[config.mk]
export PLATFORM = sky130hd
export DESIGN_NAME = m_axis_kernel_serializer
export DESIGN_NICKNAME = d
export VERILOG_FILES = /design/src/rtl/m_axis_kernel_serializer_pkg.sv /design/src/rtl/kernel_pingpong_bank.sv /design/src/rtl/m_axis_kernel_serializer.sv
export SDC_FILE = /design/constraint.sdc
export NUM_CORES = 2
export LEC_CHECK = 0
export CORE_ASPECT_RATIO = 0.9
export CORE_MARGIN = 10
export CORE_UTILIZATION = 61
export DETAILED_ROUTE_END_ITERATION = 8
export GPL_ROUTABILITY_DRIVEN = 1
export PLACE_DENSITY = 0.84
export SLEW_MARGIN = 20
export SYNTH_ARGS = -nofsm -noshare
export SYNTH_HDL_FRONTEND = slang
export SYNTH_HIERARCHICAL = 1
export SYNTH_SLANG_ARGS = --single-unit
[constraint.sdc]
create_clock -name i_clk -period 86.8 [get_ports i_clk]
set_clock_uncertainty 0.1 [all_clocks]
set_input_delay 8.68 -clock i_clk [delete_from_list [all_inputs] [get_ports i_clk]]
set_output_delay 8.68 -clock i_clk [all_outputs]
set_load 0.02 [all_outputs]
[src/rtl/m_axis_kernel_serializer_pkg.sv]
// Shared widths, pixel/kernel types and read-FSM states for the 12k remapper output path.
// Pure declarations, no logic.
// Imported by the ping-pong bank and the stream serializer.
package remapper_pkg;

    localparam int DATA_WIDTH       = 8;
    localparam int IMAGE_KERNEL_12K = 64;
    localparam int LINE_KERNELS     = 192;

    typedef logic [DATA_WIDTH-1:0] pixel_t;
    typedef pixel_t [0:IMAGE_KERNEL_12K-1] kernel_t;

    typedef enum logic {
        IDLE,
        STREAM
    } rd_state_t;

endpackage

[src/rtl/kernel_pingpong_bank.sv]
// Two kernel registers with odd/sof tags; read side selects one pixel, reversed for odd kernels.
// Write lands on the clock edge; read is combinational from the stored banks.
// No flow control here: the caller guarantees a bank is never written while being read.
module kernel_pingpong_bank #(
    parameter int DW = 8,
    parameter int K  = 64
) (
    input  logic                    clk,
    input  logic                    rst,
    input  logic                    wr_en,
    input  logic                    wr_ptr,
    input  logic [0:K-1][DW-1:0]    wr_kernel,
    input  logic                    wr_odd,
    input  logic                    wr_sof,
    input  logic                    rd_ptr,
    input  logic [$clog2(K)-1:0]    rd_idx,
    output logic [DW-1:0]           rd_data,
    output logic                    rd_sof
);
    import remapper_pkg::*;

    logic [0:K-1][DW-1:0]  kern [2];
    logic [1:0]            odd_tag;
    logic [1:0]            sof_tag;
    logic [$clog2(K)-1:0]  pos;

    always_ff @(posedge clk or posedge rst) begin
        if (rst) begin
            kern[0] <= '0;
            kern[1] <= '0;
            odd_tag <= '0;
            sof_tag <= '0;
        end else if (wr_en) begin
            kern[wr_ptr]    <= wr_kernel;
            odd_tag[wr_ptr] <= wr_odd;
            sof_tag[wr_ptr] <= wr_sof;
        end
    end

    // K is a power of two, so K-1-idx is simply the bitwise complement.
    assign pos     = odd_tag[rd_ptr] ? ~rd_idx : rd_idx;
    assign rd_data = kern[rd_ptr][pos];
    assign rd_sof  = sof_tag[rd_ptr];

endmodule

[src/rtl/m_axis_kernel_serializer.sv]
// Captures parallel kernels into a ping-pong buffer and streams them pixel by pixel on AXI4-Stream.
// First beat is valid the cycle after the capture strobe; one beat per cycle while tready is high.
// Stalls hold the beat; a strobe with both banks full and no freeing handshake is dropped (sticky o_overflow).
module m_axis_kernel_serializer #(
    parameter int DATA_WIDTH       = remapper_pkg::DATA_WIDTH,
    parameter int IMAGE_KERNEL_12K = remapper_pkg::IMAGE_KERNEL_12K,
    parameter int LINE_KERNELS     = remapper_pkg::LINE_KERNELS
) (
    input  logic                                          i_clk,
    input  logic                                          i_areset,
    input  logic [0:IMAGE_KERNEL_12K-1][DATA_WIDTH-1:0]   i_image_kernel,
    input  logic                                          i_kernel_is_ready,
    input  logic                                          i_kernel_is_odd,
    input  logic                                          i_frame_start,
    output logic [DATA_WIDTH-1:0]                         m_axis_tdata,
    output logic                                          m_axis_tvalid,
    input  logic                                          m_axis_tready,
    output logic                                          m_axis_tuser,
    output logic                                          m_axis_tlast,
    output logic                                          o_overflow,
    output logic                                          o_busy
);
    import remapper_pkg::*;

    localparam int K  = IMAGE_KERNEL_12K;
    localparam int IW = $clog2(K);
    localparam int LW = $clog2(LINE_KERNELS);

    rd_state_t          state;
    logic               tvalid_q;
    logic               wr_ptr;
    logic               rd_ptr;
    logic [1:0]         fill;
    logic [1:0]         fill_next;
    logic [IW-1:0]      idx;
    logic [LW-1:0]      line_cnt;
    logic [LW-1:0]      cur_line;
    logic               pending_sof;
    logic               overflow_q;
    logic               hs;
    logic               final_hs;
    logic               accept;
    logic [DATA_WIDTH-1:0] bank_data;
    logic               bank_sof;

    kernel_pingpong_bank #(
        .DW (DATA_WIDTH),
        .K  (K)
    ) u_bank (
        .clk       (i_clk),
        .rst       (i_areset),
        .wr_en     (accept),
        .wr_ptr    (wr_ptr),
        .wr_kernel (i_image_kernel),
        .wr_odd    (i_kernel_is_odd),
        .wr_sof    (pending_sof | i_frame_start),
        .rd_ptr    (rd_ptr),
        .rd_idx    (idx),
        .rd_data   (bank_data),
        .rd_sof    (bank_sof)
    );

    assign hs        = tvalid_q & m_axis_tready;
    assign final_hs  = hs & (idx == IW'(K - 1));
    // A full buffer still accepts when the final beat frees the read bank in the same cycle.
    assign accept    = i_kernel_is_ready & ((fill != 2'd2) | final_hs);
    assign fill_next = fill + {1'b0, accept} - {1'b0, final_hs};
    // A sof-tagged bank behaves as if the line counter had been reset when it started.
    assign cur_line  = bank_sof ? '0 : line_cnt;

    always_ff @(posedge i_clk or posedge i_areset) begin
        if (i_areset) begin
            state       <= IDLE;
            tvalid_q    <= 1'b0;
            wr_ptr      <= 1'b0;
            rd_ptr      <= 1'b0;
            fill        <= 2'd0;
            idx         <= '0;
            line_cnt    <= '0;
            pending_sof <= 1'b0;
            overflow_q  <= 1'b0;
        end else begin
            wr_ptr <= wr_ptr ^ accept;
            fill   <= fill_next;
            if (i_kernel_is_ready && !accept)
                overflow_q <= 1'b1;
            if (accept)
                pending_sof <= 1'b0;
            else if (i_frame_start)
                pending_sof <= 1'b1;

            case (state)
                IDLE: begin
                    if (accept) begin
                        state    <= STREAM;
                        tvalid_q <= 1'b1;
                    end
                end
                STREAM: begin
                    if (hs)
                        idx <= idx + IW'(1);
                    if (final_hs) begin
                        rd_ptr   <= ~rd_ptr;
                        line_cnt <= (cur_line == LW'(LINE_KERNELS - 1)) ? '0 : cur_line + LW'(1);
                        if (fill_next == 2'd0) begin
                            state    <= IDLE;
                            tvalid_q <= 1'b0;
                        end
                    end
                end
                default: begin
                    state    <= IDLE;
                    tvalid_q <= 1'b0;
                end
            endcase
        end
    end

    assign m_axis_tvalid = tvalid_q;
    assign m_axis_tdata  = tvalid_q ? bank_data : '0;
    assign m_axis_tuser  = tvalid_q & bank_sof & (idx == '0);
    assign m_axis_tlast  = tvalid_q & (idx == IW'(K - 1)) & (cur_line == LW'(LINE_KERNELS - 1));
    assign o_overflow    = overflow_q;
    assign o_busy        = (fill != 2'd0);

endmodule

==> qor.txt <==
IO Pins -> 531
die area -> 0.08943 mm²
die width -> 314.1 µm
Final HPWL DP -> 108600 µm
Cell Area, Synth -> 0.04749 mm²
P_leak -> 23.76 nW
Synth area leaders -> dfrtp_1 (55%), mux2_2 (25%), mux4_2 (3.4%)
worst setup path start -> u_bank/odd_tag[0]
drt wl/cell -> 31.18 µm
CP Capture Type -> output port
CTS Sinks -> 1050
crit path DAT -> 6.48 ns
Initial DRC Count -> 3846
CP Cell Sequence -> mux2_4 > xnor2_4 > buf_4 > buf_4 > mux4_2 > o2111ai_1 > nor3_1 > o32a_1 > and2_1 > clkdlybuf4s50_1
CP Max Fanout -> 72
CP Launch Type -> flip-flop
setup ws final -> 71.54 ns
syn avg cell area -> 13.38 µm²
Buf/Inv on CP -> 3
final setup violation count -> 0
vias post-DR -> 34120
CP peak stage delay -> 0.99 ns
final std cells w/o fill -> 5156
Worst R2R Start -> idx[0]
RSZ-0062 raised after global routing -> no
Port Buffers -> 530
EDFF count, synth -> 0
initial antenna violation count -> 49
gp weighted congestion -> 0.8964
most numerous cell on the critical path -> buf_4
drt via density -> 6.618
vias in the first global route -> 35520
WS Path Type -> reg2out
outcome -> completed
Pwr per Cell Area -> 45.93 mW/mm²
H-tree lvl count -> 3
worst hold start -> line_cnt[7]
Final ANT Viol Nets -> 0
HP Class -> reg2reg
hold_buf cts -> 0
global-route wire length before repair -> 235200 µm
Detailed Routing Iterations Pass 1 -> 6
Req. time, crit path -> 78.02 ns
Root Buffer Master -> clkbuf_16
area share of the leading cell type in the synthesized netlist -> 55.33%
relative slew slack -> 23.70%
CTS tree -> yes
total wire length -> 160700 µm
Max Fclk -> 65.52 MHz
Post-route DRC -> 0
row count -> 96
buffer count from post-CTS setup fixing -> 0
Initial Utilization -> 61.87%
Syn Nets -> 4071
Vert. Die Dim -> 284.7 µm
ys async rst share -> 100.0%
ratio of cells with drive above 1 in the final layout -> 34.68%
sequential share of the synthesized area -> 55.33%
core area -> 0.07675 mm²
CTS buffer count -> 105
critical path's top delay family -> buffers and inverters
Yosys reg bits -> 1050
GRT Util Overall -> 35.23%
CTS clock-pin slew for the worst setup and hold paths -> 0.07 ns
Hold Slack -> 0.3991 ns
synthesized instance count -> 3548
cts repair resizes -> 0
largest area contributor in the netlist -> dfrtp_1
Worst-Margin Slew -> 1.136 ns
nets -> 4540
Layout area overhead -> 21.26%
Max Cap Violations -> 0
grt total ovfl -> 0
top_reg_cell synth -> dfrtp_1
DP Cell Count -> 4939
Synth top cells by count -> dfrtp_1 (1050), mux2_2 (1040), nand2_1 (334)
Synth cell types -> 80
top-count cell post-synth -> dfrtp_1
Crit-path slowest cell -> dfrtp_1
CTS max path bufs -> 3
Final Hold Vio Count -> 0
min cycle time layout -> 15.26 ns
worst-skew pair later-pin latency -> 0.68 ns
pre-CTS WS -> 72.34 ns
largest net degree at the start of global routing -> 189
fin. max-slew vios -> 0
Setup TNS -> 0 ns
Synth warnings -> 6
VDD IR max -> 60.60 µV
Final period util -> 17.58%
[path summary, 6_finish.rpt]
kind / end / slack (ns) / depth (start not counted)
max: m_axis_tdata[5] / 71.54 / 10
min: line_cnt[7] / 0.40 / 1
max reg2reg: u_bank/kern[228] / 80.87 / 11
min reg2reg: line_cnt[7] / 0.40 / 1
max in group asynchronous: u_bank/kern[747] / 74.70 / 5
min in group asynchronous: u_bank/kern[993] / 8.59 / 2
[power by group]
part | switching, W | total, W | internal [W]
clock | 0.000197 | 0.000476 | 0.000279
sequential | 0.000151 | 0.000892 | 0.000741
combinational | 0.000707 | 0.00128 | 0.000570
[per-layer routing]
layer / up-vias / wire length, µm / GRT usage (%)
li1: 14060 / - / -
met1: 17590 / 60890 / 45.66
met2: 1967 / 74860 / 54.58
met3: 472 / 16330 / 9.606
met4: 42 / 8427 / 17.06
met5: - / 236 / 0
[cell families (layout without fill, tap and decap cells)]
| kind of cell | count (synthesis) | after routing | synth area share, % |
|---|---|---|---|
| AOI/OAI and AO/OA | 413 | 413 | 5.918 |
| xor gates and xnor gates | 26 | 26 | 0.7087 |
| adders and majority gates | 5 | 5 | 0.1317 |
| buffers and inverters | 255 | 810 | 2.408 |
| DFF | 1050 | 1050 | 55.33 |
| muxes | 1176 | 1176 | 29.46 |
| other | 0 | 24 | 0 |
| and+or+nand+nor | 623 | 623 | 6.044 |
[registers in the layout, indices dropped and copies added (netlist names), 2 cells and up]
register        count
u_bank/kern      1024
u_bank/odd_tag      2
u_bank/sof_tag      2
idx                 6
fill                2
line_cnt            8
[metrics by stage]
stage | cell area (µm²) | power (W) | util (%)
4_1_cts | 57530 | 0.002612 | 74.95
3_5_place_dp | 53880 | 0.002125 | 70.20
3_3_place_gp | 53880 | 0.002080 | 70.20
2_1_floorplan | 47490 | 0.001683 | -
6_report | 57590 | 0.002645 | 75.03
5_1_grt | 57570 | 0.002740 | 75.00
[cell usage in the layout, fill, tap and decap left out, types with 12 or more instances in the layout]
master and count:
clkbuf_16 107, nand2_1 327, clkbuf_8 30, clkinv_2 18, nor2_1 37, o22ai_1 164
and3_1 28, o21ai_0 63, nand3_1 80, mux4_2 72, o2111ai_1 14, nor3_1 45
a32oi_1 28, dfrtp_1 1049, clkbuf_1 16, o22a_1 12, clkdlybuf4s50_1 530, mux2i_1 58
diode_2 24, buf_4 68, nand4_1 20, a31oi_1 31, a21oi_1 15, mux2_2 1040
[layout make-up]
class	count	area (µm²)
sequential	1050	26280
fill	4788	19170
multi-input combinational	2243	20320
tap	1029	1287
timing repair buffer	604	5936
inverter	13	58.81
clock buffer	153	3151
antenna	24	60.06
clock inverter	40	490.5
Power figures use the tool's default switching activity.
